==> config.mk <==
export PLATFORM = sky130hd
export DESIGN_NAME = ball_motion_ctrl
export DESIGN_NICKNAME = d
export VERILOG_FILES = /design/src/rtl/ball_motion_ctrl.sv
export SDC_FILE = /design/constraint.sdc
export NUM_CORES = 1
export LEC_CHECK = 0
export ABC_CLOCK_PERIOD_IN_PS = 4300
export BUFFER_PORTS_ARGS = -buffer_cell sky130_fd_sc_hd__buf_2
export CORE_MARGIN = 5
export CORE_UTILIZATION = 48
export DETAILED_ROUTE_END_ITERATION = 8
export GPL_TIMING_DRIVEN = 0
export PLACE_DENSITY = 0.64
export SLEW_MARGIN = 10
export SYNTH_ARGS = -nofsm -noshare
export SYNTH_HDL_FRONTEND = slang
export SYNTH_SLANG_ARGS = --single-unit
==> constraint.sdc <==
create_clock -name clk -period 4.3 [get_ports clk]
set_input_delay 0.645 -clock clk [delete_from_list [all_inputs] [get_ports clk]]
set_output_delay 0.645 -clock clk [all_outputs]
set_load 0.01 [all_outputs]
==> src/rtl/ball_motion_ctrl.sv <==
// Ball motion controller for pong: paces ball steps, moves and bounces the ball,
// and raises the miss/hit pulses that the game-state FSM consumes.
module ball_motion_ctrl #(
    parameter int H_RES     = 640,
    parameter int V_RES     = 480,
    parameter int BALL_SIZE = 8,
    parameter int PADDLE_H  = 64,
    parameter int PADDLE_X1 = 16,
    parameter int PADDLE_X2 = 616,
    parameter int TICK_DIV  = 833333,
    parameter int PW        = 10
) (
    input  logic          clk,
    input  logic          reset,
    input  logic [3:0]    state,
    input  logic [PW-1:0] paddle1_y,
    input  logic [PW-1:0] paddle2_y,
    output logic [PW-1:0] ball_x,
    output logic [PW-1:0] ball_y,
    output logic          miss1,
    output logic          miss2,
    output logic          hit
);

    localparam int              CW       = $clog2(TICK_DIV);
    localparam int              PW1      = PW + 1;
    localparam logic [CW-1:0]   CNT_LAST = CW'(TICK_DIV - 1);
    localparam logic [CW-1:0]   CNT_ONE  = CW'(1);
    localparam logic [PW-1:0]   X_CTR    = PW'(H_RES / 2 - BALL_SIZE / 2);
    localparam logic [PW-1:0]   Y_CTR    = PW'(V_RES / 2 - BALL_SIZE / 2);
    localparam logic [PW-1:0]   X_MAX    = PW'(H_RES - BALL_SIZE);
    localparam logic [PW-1:0]   Y_MAX    = PW'(V_RES - BALL_SIZE);
    localparam logic [PW-1:0]   X_L_HIT  = PW'(PADDLE_X1);
    localparam logic [PW-1:0]   X_R_HIT  = PW'(PADDLE_X2 - BALL_SIZE);
    localparam logic [PW-1:0]   ONE      = PW'(1);
    localparam logic [PW:0]     BS_W     = PW1'(BALL_SIZE);
    localparam logic [PW:0]     PH_W     = PW1'(PADDLE_H);
    localparam logic [3:0]      ST_PLAY  = 4'b0010;

    typedef enum logic [1:0] {IDLE, MOVE, MISSED} ctrl_t;

    ctrl_t         ctrl_q;
    logic [CW-1:0] cnt_q;
    logic [PW-1:0] ball_x_q, ball_y_q, ball_x_d, ball_y_d;
    logic          dir_x_q, dir_y_q, dir_x_d, dir_y_d;   // 1 = right / down
    logic          miss1_q, miss2_q, hit_q;
    logic          miss1_d, miss2_d, hit_d;

    // Vertical extents compared one bit wider so paddles near the bottom never wrap.
    function automatic logic overlap(input logic [PW-1:0] by, input logic [PW-1:0] py);
        logic [PW:0] by_w, py_w;
        by_w = {1'b0, by};
        py_w = {1'b0, py};
        return ((by_w + BS_W) > py_w) && (by_w < (py_w + PH_W));
    endfunction

    always_comb begin
        ball_x_d = ball_x_q;
        ball_y_d = ball_y_q;
        dir_x_d  = dir_x_q;
        dir_y_d  = dir_y_q;
        hit_d    = 1'b0;
        miss1_d  = 1'b0;
        miss2_d  = 1'b0;

        if (dir_y_q) begin
            if (ball_y_q == Y_MAX) begin
                dir_y_d  = 1'b0;
                ball_y_d = ball_y_q - ONE;
            end else begin
                ball_y_d = ball_y_q + ONE;
            end
        end else begin
            if (ball_y_q == '0) begin
                dir_y_d  = 1'b1;
                ball_y_d = ball_y_q + ONE;
            end else begin
                ball_y_d = ball_y_q - ONE;
            end
        end

        if (!dir_x_q) begin
            if (ball_x_q == X_L_HIT && overlap(ball_y_q, paddle1_y)) begin
                dir_x_d  = 1'b1;
                ball_x_d = ball_x_q + ONE;
                hit_d    = 1'b1;
            end else if (ball_x_q == '0) begin
                miss1_d  = 1'b1;
            end else begin
                ball_x_d = ball_x_q - ONE;
            end
        end else begin
            if (ball_x_q == X_R_HIT && overlap(ball_y_q, paddle2_y)) begin
                dir_x_d  = 1'b0;
                ball_x_d = ball_x_q - ONE;
                hit_d    = 1'b1;
            end else if (ball_x_q == X_MAX) begin
                miss2_d  = 1'b1;
            end else begin
                ball_x_d = ball_x_q + ONE;
            end
        end
    end

    always_ff @(posedge clk) begin
        if (reset) begin
            ctrl_q   <= IDLE;
            cnt_q    <= '0;
            ball_x_q <= X_CTR;
            ball_y_q <= Y_CTR;
            dir_x_q  <= 1'b1;
            dir_y_q  <= 1'b1;
            miss1_q  <= 1'b0;
            miss2_q  <= 1'b0;
            hit_q    <= 1'b0;
        end else begin
            miss1_q <= 1'b0;
            miss2_q <= 1'b0;
            hit_q   <= 1'b0;
            if (state != ST_PLAY) begin
                ctrl_q   <= IDLE;
                cnt_q    <= '0;
                ball_x_q <= X_CTR;
                ball_y_q <= Y_CTR;
            end else begin
                case (ctrl_q)
                    IDLE: begin
                        ctrl_q <= MOVE;
                        cnt_q  <= '0;
                    end
                    MOVE: begin
                        if (cnt_q == CNT_LAST) begin
                            cnt_q <= '0;
                            if (miss1_d || miss2_d) begin
                                // Freeze the ball; serve direction points at the player who missed.
                                ctrl_q  <= MISSED;
                                miss1_q <= miss1_d;
                                miss2_q <= miss2_d;
                                dir_x_q <= miss2_d;
                            end else begin
                                ball_x_q <= ball_x_d;
                                ball_y_q <= ball_y_d;
                                dir_x_q  <= dir_x_d;
                                dir_y_q  <= dir_y_d;
                                hit_q    <= hit_d;
                            end
                        end else begin
                            cnt_q <= cnt_q + CNT_ONE;
                        end
                    end
                    MISSED: ctrl_q <= MISSED;
                    default: ctrl_q <= IDLE;
                endcase
            end
        end
    end

    assign ball_x = ball_x_q;
    assign ball_y = ball_y_q;
    assign miss1  = miss1_q;
    assign miss2  = miss2_q;
    assign hit    = hit_q;

endmodule

==> results of run 1 <==
-- metrics by stage --
| step | hold slack (ns) | utilization [%] |
|---|---|---|
| 6_report | 0.4972 | 55.80 |
| 5_1_grt | 0.5225 | 55.80 |
| 4_1_cts | 0.4978 | 55.80 |
| 3_5_place_dp | 0.4789 | 54.52 |
| 3_3_place_gp | 0.4715 | 54.52 |
| 2_1_floorplan | 0.4494 | - |
-- power by group --
| part | internal [W] | switching (W) |
|---|---|---|
| logic | 0.0000369 | 0.0000458 |
| clock network | 0.000147 | 0.000153 |
| registers | 0.000435 | 0.0000000937 |
| total | 0.000619 | 0.000199 |
-- cells in the mapped netlist (2+ instances only) --
cell,number
clkbuf_1,16
ha_1,48
o2111ai_1,2
or2_2,6
nor2_1,51
xor2_1,5
dfxtp_1,47
nand3_1,34
a311o_1,2
a21oi_1,39
and2_1,3
nor3b_1,2
nand2_1,46
nand2b_1,3
nor3b_2,2
o41ai_2,2
a21o_1,6
buf_6,2
and3_1,15
nor2b_1,3
o21ai_0,25
xnor2_1,14
a31oi_1,3
or3_1,7
nor4b_1,3
inv_1,39
a22oi_1,3
nor4_1,9
nor3_1,12
o21a_1,4
a311oi_1,5
nand4_1,8
a21boi_0,2
nand3b_1,6
or4_1,3
mux2i_1,5
buf_2,3
a211oi_1,6
-- final timing paths --
| path | slack [ns] | to | startpoint |
|---|---|---|---|
| worst max-delay path | 0.50 | ball_x[4] | ball_y[6] |
| worst min-delay path | 0.50 | cnt_q[10] | cnt_q[10] |
| worst max register to register | 0.50 | ball_x[4] | ball_y[6] |
| worst min register to register | 0.50 | cnt_q[10] | cnt_q[10] |
-- cell type report --
cell class              instances  share of cell area [%]
plain buffers                  22                   2.326
clock buffers                   8                   2.298
inverters                      39                   3.360
multi-input cells             405                   61.98
flip-flops and latches         47                   21.60
well taps                     102                   2.929
repair buffers                 48                   5.514
-- kinds of logic (layout without fill, tap and decap cells) --
group                      after synthesis  count (layout)
muxes                                    5               5
AOI/OAI and AO/OA                      109             109
buffers and inverters                   61             117
adders and majority gates               48              48
xor gates and xnor gates                19              19
DFF                                     47              47
and+or+nand+nor                        224             224
-- sequential cells by signal, indices dropped and copies added, names as in the netlist --
signal and count:
dir_y_q 1, ball_y 10, dir_x_q 1, cnt_q 20, ctrl_q 2, hit 1
miss1 1, miss2 1, ball_x 10
-- layer usage --
metal  track usage (%)  up-vias
met5                 0        -
met4             3.938        0
met3             2.919        7
met2             33.50      116
met1             30.33     1811
li1                  -     1953
-- worst reg2reg max path, delay by kind of cell (launching register included) --
family / cells / cell delay [ns]
AND/OR/NAND/NOR: 5 / 0.88
flip-flops: 1 / 0.40
AO/OA/AOI/OAI: 4 / 0.99
adder cells (fa/ha/maj): 1 / 0.29
XOR/XNOR: 1 / 0.24
buffers and inverters: 2 / 0.74
multiplexers: 1 / 0.20
==> impl_metrics.xml, run 1 <==
<?xml version="1.0" encoding="UTF-8"?>
<metrics>
  <group name="final_layout">
    <metric name="cell_area_after_layout" unit="sq mm">0.004357</metric>
    <metric name="filler_cell_count" unit="">784</metric>
    <metric name="sequential_cell_area" unit="sq um">940.9</metric>
    <metric name="mostFrequentLayoutCells" unit="">buf_2, nor2_1, ha_1, dfxtp_1, nand2_1</metric>
    <metric name="areaGrowthSynthToFinish" unit="%">12.03</metric>
    <metric name="fraction_of_layout_cells_with_a_size_suffix_above_1" unit="%">13.88</metric>
    <metric name="antenna_cells" unit="">0</metric>
    <metric name="finish.net_count" unit="">642</metric>
    <metric name="final_cell_count_no_fill" unit="">671</metric>
    <metric name="multi_input_area" unit="sq mm">0.002700</metric>
  </group>
  <group name="drt">
    <metric name="drt_pre_antenna_iters" unit="">6</metric>
    <metric name="post_route_ant_nets" unit="">0</metric>
    <metric name="wl_met3" unit="um">629</metric>
    <metric name="routed-via-count" unit="">3887</metric>
    <metric name="maxUsedRoutingLayer" unit="">met4</metric>
    <metric name="met2_wirelength" unit="um">4670</metric>
    <metric name="drt_first_iter_violations" unit="">229</metric>
    <metric name="avgViaCountPerCell" unit="">5.793</metric>
    <metric name="wirelength" unit="um">10530</metric>
    <metric name="remaining_drc_errors" unit="">0</metric>
    <metric name="detail_route.wirelength.met1" unit="um">5187</metric>
    <metric name="wire_per_inst" unit="um">15.69</metric>
  </group>
  <group name="global_route">
    <metric name="grt_first_pass_wirelength" unit="um">17280</metric>
    <metric name="gr-usage-all-layers" unit="%">20.97</metric>
    <metric name="initial_antenna_violation_count" unit="">0</metric>
    <metric name="grt_max_degree" unit="">14</metric>
    <metric name="grt_overflow_total" unit="">0</metric>
    <metric name="grt_pass1_vias" unit="">3650</metric>
  </group>
  <group name="worst_setup_path">
    <metric name="worst_path_largest_cell_delay" unit="ns">0.40</metric>
    <metric name="crit_path_cell_trace" unit="">clkbuf_1 -&gt; and3_1 -&gt; and3_1 -&gt; xor2_1 -&gt; ha_1 -&gt; nand3_1 -&gt; nor3_1 -&gt; a21o_1 -&gt; a31oi_1 -&gt; o221a_2 -&gt; clkbuf_1 -&gt; nor2_1 -&gt; a21oi_1 -&gt; mux2i_1</metric>
    <metric name="worstSetupEndpointType" unit="">register</metric>
    <metric name="critPathArrivalTime" unit="ns">4.02</metric>
    <metric name="crit_family" unit="">compound AO/OA/AOI/OAI gates</metric>
    <metric name="ff2ff_path_depth" unit="">14</metric>
    <metric name="worst-path-max-fanout" unit="">10</metric>
    <metric name="crit_type" unit="">reg2reg</metric>
    <metric name="critical-path-slowest-cell" unit="">dfxtp_1</metric>
    <metric name="critical_path_cell_count" unit="">14</metric>
    <metric name="timing.critical_path.required" unit="ns">4.53</metric>
    <metric name="start_kind" unit="">register</metric>
    <metric name="critical_path.n_buffers_inverters" unit="">2</metric>
  </group>
  <group name="clock_network">
    <metric name="cts-htree-levels" unit="">2</metric>
    <metric name="cts_tree" unit="">done</metric>
    <metric name="cts_root_buf" unit="">clkbuf_8</metric>
    <metric name="sink_count_of_the_clock_tree" unit="">47</metric>
    <metric name="cts_hold_buffers" unit="">0</metric>
    <metric name="numCtsBuffers" unit="">5</metric>
    <metric name="cts-resized-gates" unit="">0</metric>
    <metric name="path_clk_slew" unit="ns">0.09</metric>
    <metric name="cts_max_path_buffers" unit="">2</metric>
    <metric name="post_cts_setup_buffer_count" unit="">0</metric>
    <metric name="worstSkewPairLatency" unit="ns">0.30</metric>
  </group>
  <group name="synthesis">
    <metric name="post_synth_and_or_nand_nor_area_fraction" unit="%">30.37</metric>
    <metric name="netlist_top_cells_area" unit="">dfxtp_1, ha_1, a21oi_1</metric>
    <metric name="ys.warnings.count" unit="">0</metric>
    <metric name="syn-mean-instance-area" unit="sq um">7.580</metric>
    <metric name="synth.area.mux_share" unit="%">1.287</metric>
    <metric name="main_combinational_cell_family_by_area_after_synthesis" unit="">simple AND/OR/NAND/NOR gates</metric>
    <metric name="synth.ff_latch_count" unit="">47</metric>
    <metric name="post_synth_num_cell_types" unit="">60</metric>
    <metric name="top_flip_flop_cell_by_instance_count_after_synthesis" unit="">dfxtp_1</metric>
    <metric name="syn_inst" unit="">513</metric>
    <metric name="netlist.top_cell.by_area" unit="">dfxtp_1</metric>
    <metric name="synth_sequential_area_ratio" unit="%">24.20</metric>
    <metric name="post_synth_xor_area_fraction" unit="%">4.279</metric>
    <metric name="synthesis.area" unit="sq mm">0.003889</metric>
    <metric name="share_of_the_synthesized_area_in_the_top_cell_type" unit="%">24.20</metric>
    <metric name="async_flop_share" unit="%">0</metric>
    <metric name="synth-adder-area-share" unit="%">15.44</metric>
    <metric name="syn_nets" unit="">587</metric>
    <metric name="number_of_enable_type_register_cells_in_the_synthesized_netlist" unit="">0</metric>
    <metric name="synthesized_area_fraction_occupied_by_ao_oa_aoi_and_oai_cells" unit="%">18.05</metric>
  </group>
  <group name="timing">
    <metric name="worst-slew-pin-transition" unit="ns">0.9312</metric>
    <metric name="hold_viol" unit="">0</metric>
    <metric name="tns" unit="ns">0</metric>
    <metric name="min_period" unit="ns">3.796</metric>
    <metric name="period_share" unit="%">88.27</metric>
    <metric name="skew" unit="ns">0.01022</metric>
    <metric name="setup_viol" unit="">0</metric>
    <metric name="final-max-slew-violation-count" unit="">0</metric>
    <metric name="relSlewSlack" unit="%">37.05</metric>
    <metric name="grt_setup_unrepaired" unit="">no</metric>
    <metric name="max_clock_freq" unit="MHz">263.5</metric>
    <metric name="finalWorstSetupSlack" unit="ns">0.5045</metric>
  </group>
  <group name="floorplan">
    <metric name="core.rowCount" unit="">32</metric>
    <metric name="die-height" unit="um">100.0</metric>
    <metric name="boundaryPins" unit="">49</metric>
    <metric name="dieWidth" unit="um">100.0</metric>
    <metric name="die_ar" unit="sq mm">0.01000</metric>
    <metric name="initial_utilization" unit="%">49.81</metric>
    <metric name="core" unit="sq mm">0.007807</metric>
  </group>
  <group name="power_and_ir_drop">
    <metric name="power_per_cell_area" unit="mW/mm^2">187.8</metric>
    <metric name="peakVddDrop" unit="uV">155.5</metric>
    <metric name="design_power_total" unit="W">0.0008180</metric>
    <metric name="leakage" unit="nW">1.804</metric>
  </group>
  <group name="placed_design">
    <metric name="place_inst" unit="">663</metric>
    <metric name="gp_routability_congestion" unit="">0.9064</metric>
    <metric name="placed_cell_area" unit="sq mm">0.004257</metric>
    <metric name="preCtsSetupSlack" unit="ns">0.5950</metric>
    <metric name="dpl.hpwl" unit="um">8228</metric>
    <metric name="placement.io_buffers" unit="">48</metric>
  </group>
  <group name="min_path">
    <metric name="hold_class" unit="">reg2reg</metric>
    <metric name="cells_on_worst_hold_path" unit="">1</metric>
  </group>
  <group name="status">
    <metric name="outcome" unit="">finished, final reports clean</metric>
  </group>
  <group name="job">
    <metric name="drv_cap" unit="">0</metric>
  </group>
</metrics>
Note: power is estimated with default switching activity, not from simulation.
==> inputs of run 2 (changes only) <==
Settings changed: BUFFER_PORTS_ARGS -buffer_cell sky130_fd_sc_hd__buf_2 to -buffer_cell sky130_fd_sc_hd__buf_4.
==> impl_metrics.xml, run 2 (synthesis results as in run 1) <==
<?xml version="1.0" encoding="UTF-8"?>
<metrics>
  <group name="timing">
    <metric name="grt_setup_unrepaired" unit="">no</metric>
    <metric name="max_clock_freq" unit="MHz">267.7</metric>
    <metric name="worst-slew-pin-transition" unit="ns">0.8172</metric>
    <metric name="relSlewSlack" unit="%">44.75</metric>
    <metric name="setup_viol" unit="">0</metric>
    <metric name="min_period" unit="ns">3.736</metric>
    <metric name="final-max-slew-violation-count" unit="">0</metric>
    <metric name="period_share" unit="%">86.89</metric>
    <metric name="tns" unit="ns">0</metric>
    <metric name="hold_viol" unit="">0</metric>
    <metric name="skew" unit="ns">0.007710</metric>
  </group>
  <group name="clock_network">
    <metric name="cts_hold_buffers" unit="">0</metric>
    <metric name="cts-resized-gates" unit="">0</metric>
    <metric name="numCtsBuffers" unit="">5</metric>
    <metric name="cts_tree" unit="">done</metric>
    <metric name="post_cts_setup_buffer_count" unit="">0</metric>
    <metric name="sink_count_of_the_clock_tree" unit="">47</metric>
    <metric name="cts_max_path_buffers" unit="">2</metric>
    <metric name="worstSkewPairLatency" unit="ns">0.30</metric>
    <metric name="cts_root_buf" unit="">clkbuf_8</metric>
    <metric name="cts-htree-levels" unit="">2</metric>
    <metric name="path_clk_slew" unit="ns">0.09</metric>
  </group>
  <group name="drt">
    <metric name="avgViaCountPerCell" unit="">5.712</metric>
    <metric name="routed-via-count" unit="">3833</metric>
    <metric name="wirelength" unit="um">10400</metric>
    <metric name="wire_per_inst" unit="um">15.50</metric>
    <metric name="drt_first_iter_violations" unit="">214</metric>
    <metric name="drt_pre_antenna_iters" unit="">4</metric>
    <metric name="post_route_ant_nets" unit="">0</metric>
    <metric name="remaining_drc_errors" unit="">0</metric>
  </group>
  <group name="floorplan">
    <metric name="dieWidth" unit="um">100.0</metric>
    <metric name="die-height" unit="um">100.0</metric>
    <metric name="initial_utilization" unit="%">49.81</metric>
    <metric name="core.rowCount" unit="">32</metric>
    <metric name="boundaryPins" unit="">49</metric>
    <metric name="die_ar" unit="sq mm">0.01000</metric>
    <metric name="core" unit="sq mm">0.007807</metric>
  </group>
  <group name="final_layout">
    <metric name="fraction_of_layout_cells_with_a_size_suffix_above_1" unit="%">13.71</metric>
    <metric name="mostFrequentLayoutCells" unit="">nor2_1, ha_1, buf_4, dfxtp_1, nand2_1</metric>
    <metric name="sequential_cell_area" unit="sq um">940.9</metric>
    <metric name="largest_register_ffs" unit="">20</metric>
    <metric name="mostFrequentLayoutCell" unit="">nor2_1</metric>
    <metric name="cell_area_after_layout" unit="sq mm">0.004458</metric>
    <metric name="areaGrowthSynthToFinish" unit="%">14.64</metric>
    <metric name="largest_register" unit="">cnt_q</metric>
    <metric name="multi_input_area" unit="sq mm">0.002700</metric>
    <metric name="finish.net_count" unit="">642</metric>
    <metric name="filler_cell_count" unit="">764</metric>
    <metric name="antenna_cells" unit="">0</metric>
  </group>
  <group name="power_and_ir_drop">
    <metric name="leakage" unit="nW">1.834</metric>
    <metric name="peakVddDrop" unit="uV">124.9</metric>
    <metric name="power_per_cell_area" unit="mW/mm^2">176.5</metric>
  </group>
  <group name="worst_setup_path">
    <metric name="worst-path-max-fanout" unit="">10</metric>
    <metric name="critPathArrivalTime" unit="ns">3.97</metric>
    <metric name="timing.critical_path.required" unit="ns">4.54</metric>
    <metric name="crit_type" unit="">reg2reg</metric>
    <metric name="crit_path_cell_trace" unit="">clkbuf_1 -&gt; and3_1 -&gt; and3_1 -&gt; xor2_1 -&gt; ha_1 -&gt; nand3_1 -&gt; nor3_1 -&gt; a21o_1 -&gt; a31oi_1 -&gt; o221a_2 -&gt; clkbuf_1 -&gt; nor2_1 -&gt; mux2i_1 -&gt; mux2i_1</metric>
    <metric name="critical-path-slowest-cell" unit="">dfxtp_1</metric>
    <metric name="worstSetupEndpointType" unit="">register</metric>
    <metric name="worst_path_largest_cell_delay" unit="ns">0.42</metric>
    <metric name="crit_family" unit="">simple AND/OR/NAND/NOR gates</metric>
    <metric name="critical_path.n_buffers_inverters" unit="">2</metric>
    <metric name="start_kind" unit="">register</metric>
  </group>
  <group name="placed_design">
    <metric name="gp_routability_congestion" unit="">0.9408</metric>
    <metric name="dpl.hpwl" unit="um">8107</metric>
    <metric name="placement.io_buffers" unit="">48</metric>
    <metric name="placed_cell_area" unit="sq mm">0.004377</metric>
  </group>
  <group name="global_route">
    <metric name="initial_antenna_violation_count" unit="">0</metric>
    <metric name="gr-usage-all-layers" unit="%">21.00</metric>
    <metric name="grt_overflow_total" unit="">0</metric>
    <metric name="grt_max_degree" unit="">14</metric>
    <metric name="grt_pass1_vias" unit="">3569</metric>
    <metric name="grt_first_pass_wirelength" unit="um">17270</metric>
  </group>
  <group name="job">
    <metric name="drv_cap" unit="">0</metric>
  </group>
  <group name="status">
    <metric name="outcome" unit="">finished, final reports clean</metric>
  </group>
  <group name="min_path">
    <metric name="hold_class" unit="">reg2reg</metric>
  </group>
</metrics>
-- run 2: cell types whose count changed in the layout (fill, tap and decap cells not counted) --
| cell | previous run | this run |
|---|---|---|
| clkbuf_8 | 7 | 5 |
| buf_4 | 0 | 48 |
| clkinv_2 | 0 | 1 |
| buf_2 | 51 | 3 |
| clkbuf_1 | 17 | 18 |
-- run 2: per-stage QoR --
| step | hold WS (ns) | utilization [%] | total power (W) | setup WS, ns | std cells |
|---|---|---|---|---|---|
| 2_1_floorplan | 0.4494 | - | 0.0004978 | 1.030 | 513 |
| 3_3_place_gp | 0.4723 | 56.06 | 0.0005303 | 0.5890 | 663 |
| 3_5_place_dp | 0.4798 | 56.06 | 0.0005329 | 0.5607 | 663 |
| 4_1_cts | 0.4996 | 57.10 | 0.0007926 | 0.5391 | 671 |
| 5_1_grt | 0.5445 | 57.10 | 0.0008274 | 0.2857 | 671 |
| 6_report | 0.5012 | 57.10 | 0.0007868 | 0.5639 | 671 |
-- run 2: path summary, 6_finish.rpt --
kind              startpoint        end  slack, ns  cells after the start
setup reg to reg   ball_y[6]  ball_x[2]       0.56                     14
hold reg to reg    cnt_q[10]  cnt_q[10]       0.50                      1
setup / recovery   ball_y[6]  ball_x[2]       0.56                     14
hold / removal     cnt_q[10]  cnt_q[10]       0.50                      1
-- run 2: cell type report --
cell class / count / share of cell area [%]
Buffer: 22 / 2.273
Clock buffer: 7 / 1.712
Clock inverter: 1 / 0.1123
Inverter: 39 / 3.284
Multi-Input combinational cell: 405 / 60.57
Sequential cell: 47 / 21.11
Tap cell: 102 / 2.863
Timing Repair Buffer: 48 / 8.083
-- run 2: metal layers --
| layer | vias to the layer above | part of all wire, % | GRT usage [%] |
|---|---|---|---|
| met5 | - | 0 | 0 |
| met4 | 0 | 0.75 | 3.627 |
| met3 | 9 | 5.2 | 3.058 |
| met2 | 111 | 44 | 32.68 |
| met1 | 1765 | 51 | 31.15 |
| li1 | 1948 | - | - |
-- run 2: where the power goes --
part / internal (W) / leakage [nW] / switching, W
logic: 0.0000433 / 1.41 / 0.0000450
clock network: 0.000115 / 0.0422 / 0.000149
registers: 0.000435 / 0.379 / 0.000000109
total: 0.000593 / 1.83 / 0.000194
==> inputs of run 3 (changes only) <==
Settings changed: ABC_AREA set to 1, ABC_CLOCK_PERIOD_IN_PS 4300 to unset, PLACE_DENSITY 0.64 to 0.63.
==> impl_metrics.xml, run 3 <==
<?xml version="1.0" encoding="UTF-8"?>
<metrics>
  <group name="status">
    <metric name="outcome" unit="">finished, final reports clean</metric>
  </group>
  <group name="synthesis">
    <metric name="share_of_the_synthesized_area_in_the_top_cell_type" unit="%">20.12</metric>
    <metric name="top_flip_flop_cell_by_instance_count_after_synthesis" unit="">dfxtp_1</metric>
    <metric name="synth.ff_latch_count" unit="">47</metric>
    <metric name="syn_inst" unit="">740</metric>
    <metric name="post_synth_xor_area_fraction" unit="%">7.305</metric>
    <metric name="syn-mean-instance-area" unit="sq um">6.319</metric>
    <metric name="ys.warnings.count" unit="">0</metric>
    <metric name="syn_nets" unit="">814</metric>
    <metric name="yosysMostFrequentCell" unit="">nand2_1</metric>
    <metric name="async_flop_share" unit="%">0</metric>
    <metric name="netlist.top_cell.by_area" unit="">dfxtp_1</metric>
    <metric name="post_synth_num_cell_types" unit="">40</metric>
    <metric name="synth-adder-area-share" unit="%">12.84</metric>
    <metric name="netlist_top_cells_area" unit="">dfxtp_1, nand2_1, ha_1</metric>
    <metric name="post_synth_most_frequent_cells" unit="">nand2_1, inv_1, nand3_1, nor2_1, ha_1</metric>
    <metric name="synthesis.area" unit="sq mm">0.004676</metric>
    <metric name="synth_sequential_area_ratio" unit="%">20.12</metric>
    <metric name="main_combinational_cell_family_by_area_after_synthesis" unit="">simple AND/OR/NAND/NOR gates</metric>
    <metric name="synth.area.mux_share" unit="%">0.2408</metric>
    <metric name="synthesized_area_fraction_occupied_by_ao_oa_aoi_and_oai_cells" unit="%">10.49</metric>
    <metric name="number_of_enable_type_register_cells_in_the_synthesized_netlist" unit="">0</metric>
    <metric name="post_synth_and_or_nand_nor_area_fraction" unit="%">38.05</metric>
  </group>
  <group name="worst_setup_path">
    <metric name="critical-path-slowest-cell" unit="">dfxtp_1</metric>
    <metric name="timing.rr.start" unit="">ball_y[3]</metric>
    <metric name="crit_family" unit="">simple AND/OR/NAND/NOR gates</metric>
    <metric name="critPathArrivalTime" unit="ns">3.02</metric>
    <metric name="crit_path_cell_trace" unit="">inv_1 -&gt; ha_1 -&gt; ha_1 -&gt; nand2_1 -&gt; nor2_1 -&gt; nand3_1 -&gt; nor3_1 -&gt; nor2_1 -&gt; nand2_1 -&gt; nand2_1 -&gt; nand3_1 -&gt; nand2_1 -&gt; nand2_1 -&gt; nand3_1</metric>
    <metric name="cpMostUsedCell" unit="">nand2_1</metric>
    <metric name="worst_path_largest_cell_delay" unit="ns">0.53</metric>
    <metric name="start_kind" unit="">register</metric>
    <metric name="critical_path.n_buffers_inverters" unit="">1</metric>
    <metric name="worstSetupEndpointType" unit="">register</metric>
    <metric name="timing.critical_path.required" unit="ns">4.48</metric>
    <metric name="cp-startpoint" unit="">ball_y[3]</metric>
    <metric name="worst-path-max-fanout" unit="">9</metric>
    <metric name="crit_type" unit="">reg2reg</metric>
  </group>
  <group name="final_layout">
    <metric name="largest_register" unit="">cnt_q</metric>
    <metric name="areaGrowthSynthToFinish" unit="%">13.33</metric>
    <metric name="antenna_cells" unit="">0</metric>
    <metric name="mostFrequentLayoutCells" unit="">nand2_1, inv_1, nand3_1, nor2_1, buf_4</metric>
    <metric name="fraction_of_layout_cells_with_a_size_suffix_above_1" unit="%">13.94</metric>
    <metric name="finish.net_count" unit="">869</metric>
    <metric name="final_cell_count_no_fill" unit="">929</metric>
    <metric name="largest_register_ffs" unit="">20</metric>
    <metric name="mostFrequentLayoutCell" unit="">nand2_1</metric>
  </group>
  <group name="clock_network">
    <metric name="cts_max_path_buffers" unit="">2</metric>
    <metric name="cts_hold_buffers" unit="">0</metric>
    <metric name="numCtsBuffers" unit="">5</metric>
    <metric name="worstSkewPairLatency" unit="ns">0.31</metric>
    <metric name="cts_root_buf" unit="">clkbuf_8</metric>
    <metric name="cts_tree" unit="">done</metric>
    <metric name="sink_count_of_the_clock_tree" unit="">47</metric>
    <metric name="cts-resized-gates" unit="">0</metric>
    <metric name="post_cts_setup_buffer_count" unit="">0</metric>
    <metric name="path_clk_slew" unit="ns">0.10</metric>
    <metric name="cts-htree-levels" unit="">2</metric>
  </group>
  <group name="timing">
    <metric name="min_period" unit="ns">2.846</metric>
    <metric name="setup_viol" unit="">0</metric>
    <metric name="final-max-slew-violation-count" unit="">0</metric>
    <metric name="max_clock_freq" unit="MHz">351.3</metric>
    <metric name="grt_setup_unrepaired" unit="">no</metric>
    <metric name="relSlewSlack" unit="%">57.94</metric>
    <metric name="tns" unit="ns">0</metric>
    <metric name="skew" unit="ns">0.008046</metric>
    <metric name="worst-slew-pin-transition" unit="ns">0.6310</metric>
    <metric name="hold_viol" unit="">0</metric>
    <metric name="period_share" unit="%">66.19</metric>
  </group>
  <group name="floorplan">
    <metric name="die_ar" unit="sq mm">0.01181</metric>
    <metric name="boundaryPins" unit="">49</metric>
    <metric name="core.rowCount" unit="">36</metric>
    <metric name="core" unit="sq mm">0.009639</metric>
    <metric name="dieWidth" unit="um">108.7</metric>
    <metric name="initial_utilization" unit="%">48.51</metric>
    <metric name="die-height" unit="um">108.7</metric>
  </group>
  <group name="min_path">
    <metric name="hold_class" unit="">reg2reg</metric>
    <metric name="timing.hold.worst.start" unit="">ctrl_q[1]</metric>
  </group>
  <group name="drt">
    <metric name="post_route_ant_nets" unit="">0</metric>
    <metric name="drt_first_iter_violations" unit="">276</metric>
    <metric name="routed-via-count" unit="">4839</metric>
    <metric name="avgViaCountPerCell" unit="">5.209</metric>
    <metric name="drt_pre_antenna_iters" unit="">5</metric>
    <metric name="wirelength" unit="um">12390</metric>
    <metric name="remaining_drc_errors" unit="">0</metric>
    <metric name="wire_per_inst" unit="um">13.34</metric>
  </group>
  <group name="placed_design">
    <metric name="placement.io_buffers" unit="">48</metric>
    <metric name="dpl.hpwl" unit="um">10160</metric>
    <metric name="place_inst" unit="">921</metric>
    <metric name="gp_routability_congestion" unit="">0.9531</metric>
  </group>
  <group name="global_route">
    <metric name="initial_antenna_violation_count" unit="">0</metric>
    <metric name="grt_first_pass_wirelength" unit="um">20660</metric>
    <metric name="grt_pass1_vias" unit="">4528</metric>
    <metric name="grt_max_degree" unit="">18</metric>
    <metric name="grt_overflow_total" unit="">0</metric>
    <metric name="gr-usage-all-layers" unit="%">21.64</metric>
  </group>
  <group name="power_and_ir_drop">
    <metric name="power_per_cell_area" unit="mW/mm^2">155.0</metric>
    <metric name="leakage" unit="nW">2.432</metric>
    <metric name="peakVddDrop" unit="uV">109.2</metric>
  </group>
  <group name="job">
    <metric name="drv_cap" unit="">0</metric>
  </group>
</metrics>
==> run 3: cell count changes after synthesis, moves of 7 or more <==
cell and change:
nor2_2 +8, or3_1 -7, xor2_1 +25, clkbuf_1 -7, nand2_2 +13, inv_2 +8
o211ai_1 +10, and3_1 -15, nand3_1 +36, inv_1 +59, nand2_1 +137, nor2_1 +11
==> run 3: worst paths after layout <==
kind	end	slack, ns	depth (start not counted)
hold reg to reg	ctrl_q[1]	0.50	2
hold / removal	ctrl_q[1]	0.50	2
setup reg to reg	ball_x[2]	1.45	14
setup / recovery	ball_x[2]	1.45	14
==> run 3: report_power, final <==
group	switching (W)	total (W)	internal, W
clock	0.000173	0.000294	0.000121
combinational	0.0000504	0.0000920	0.0000415
sequential	0.000000101	0.000435	0.000435
total	0.000224	0.000821	0.000598
==> run 3: cell type report <==
type                       instances  area (sq um)
buffer                            21         110.1
tap                              133         166.4
timing repair buffer              48         360.3
clock buffer                       5         68.82
multi-input combinational        565          3223
fill                            1020          4340
clock inverter                     3         27.53
inverter                         107         401.6
sequential                        47         940.9
==> run 3: metrics by stage <==
stage	hold WS [ns]	setup WS, ns	total power, W	utilization [%]	cell area [sq um]
final	0.4974	1.454	0.0008213	54.97	5299
after global routing	0.5170	1.171	0.0008673	54.97	5299
after CTS	0.4909	1.479	0.0008342	54.97	5299
after detailed placement	0.4755	1.485	0.0005379	53.97	5202
after global placement	0.4651	1.547	0.0005344	53.97	5202
after floorplan	0.4534	1.967	0.0005016	-	4676
==> run 3: routing by layer <==
metal,share of wire [%],track usage [%],up-vias
li1,-,-,2522
met4,2.2,5.771,0
met1,43,26.83,2179
met2,50,39.89,116
met5,0,0,-
met3,4.7,2.013,22
==> run 3: tightest hold or removal path, cell delays in order (launching register included) <==
cell	delay, ns
dfxtp_1	0.31
inv_1	0.08
a21oi_1	0.07
==> run 3: cells by family after synthesis <==
logic type               Yosys count
AND/OR/NAND/NOR                  390
buffers and inverters            128
AO/OA/AOI/OAI                     87
adder cells (fa/ha/maj)           48
flip-flops                        47
XOR/XNOR                          39
multiplexers                       1
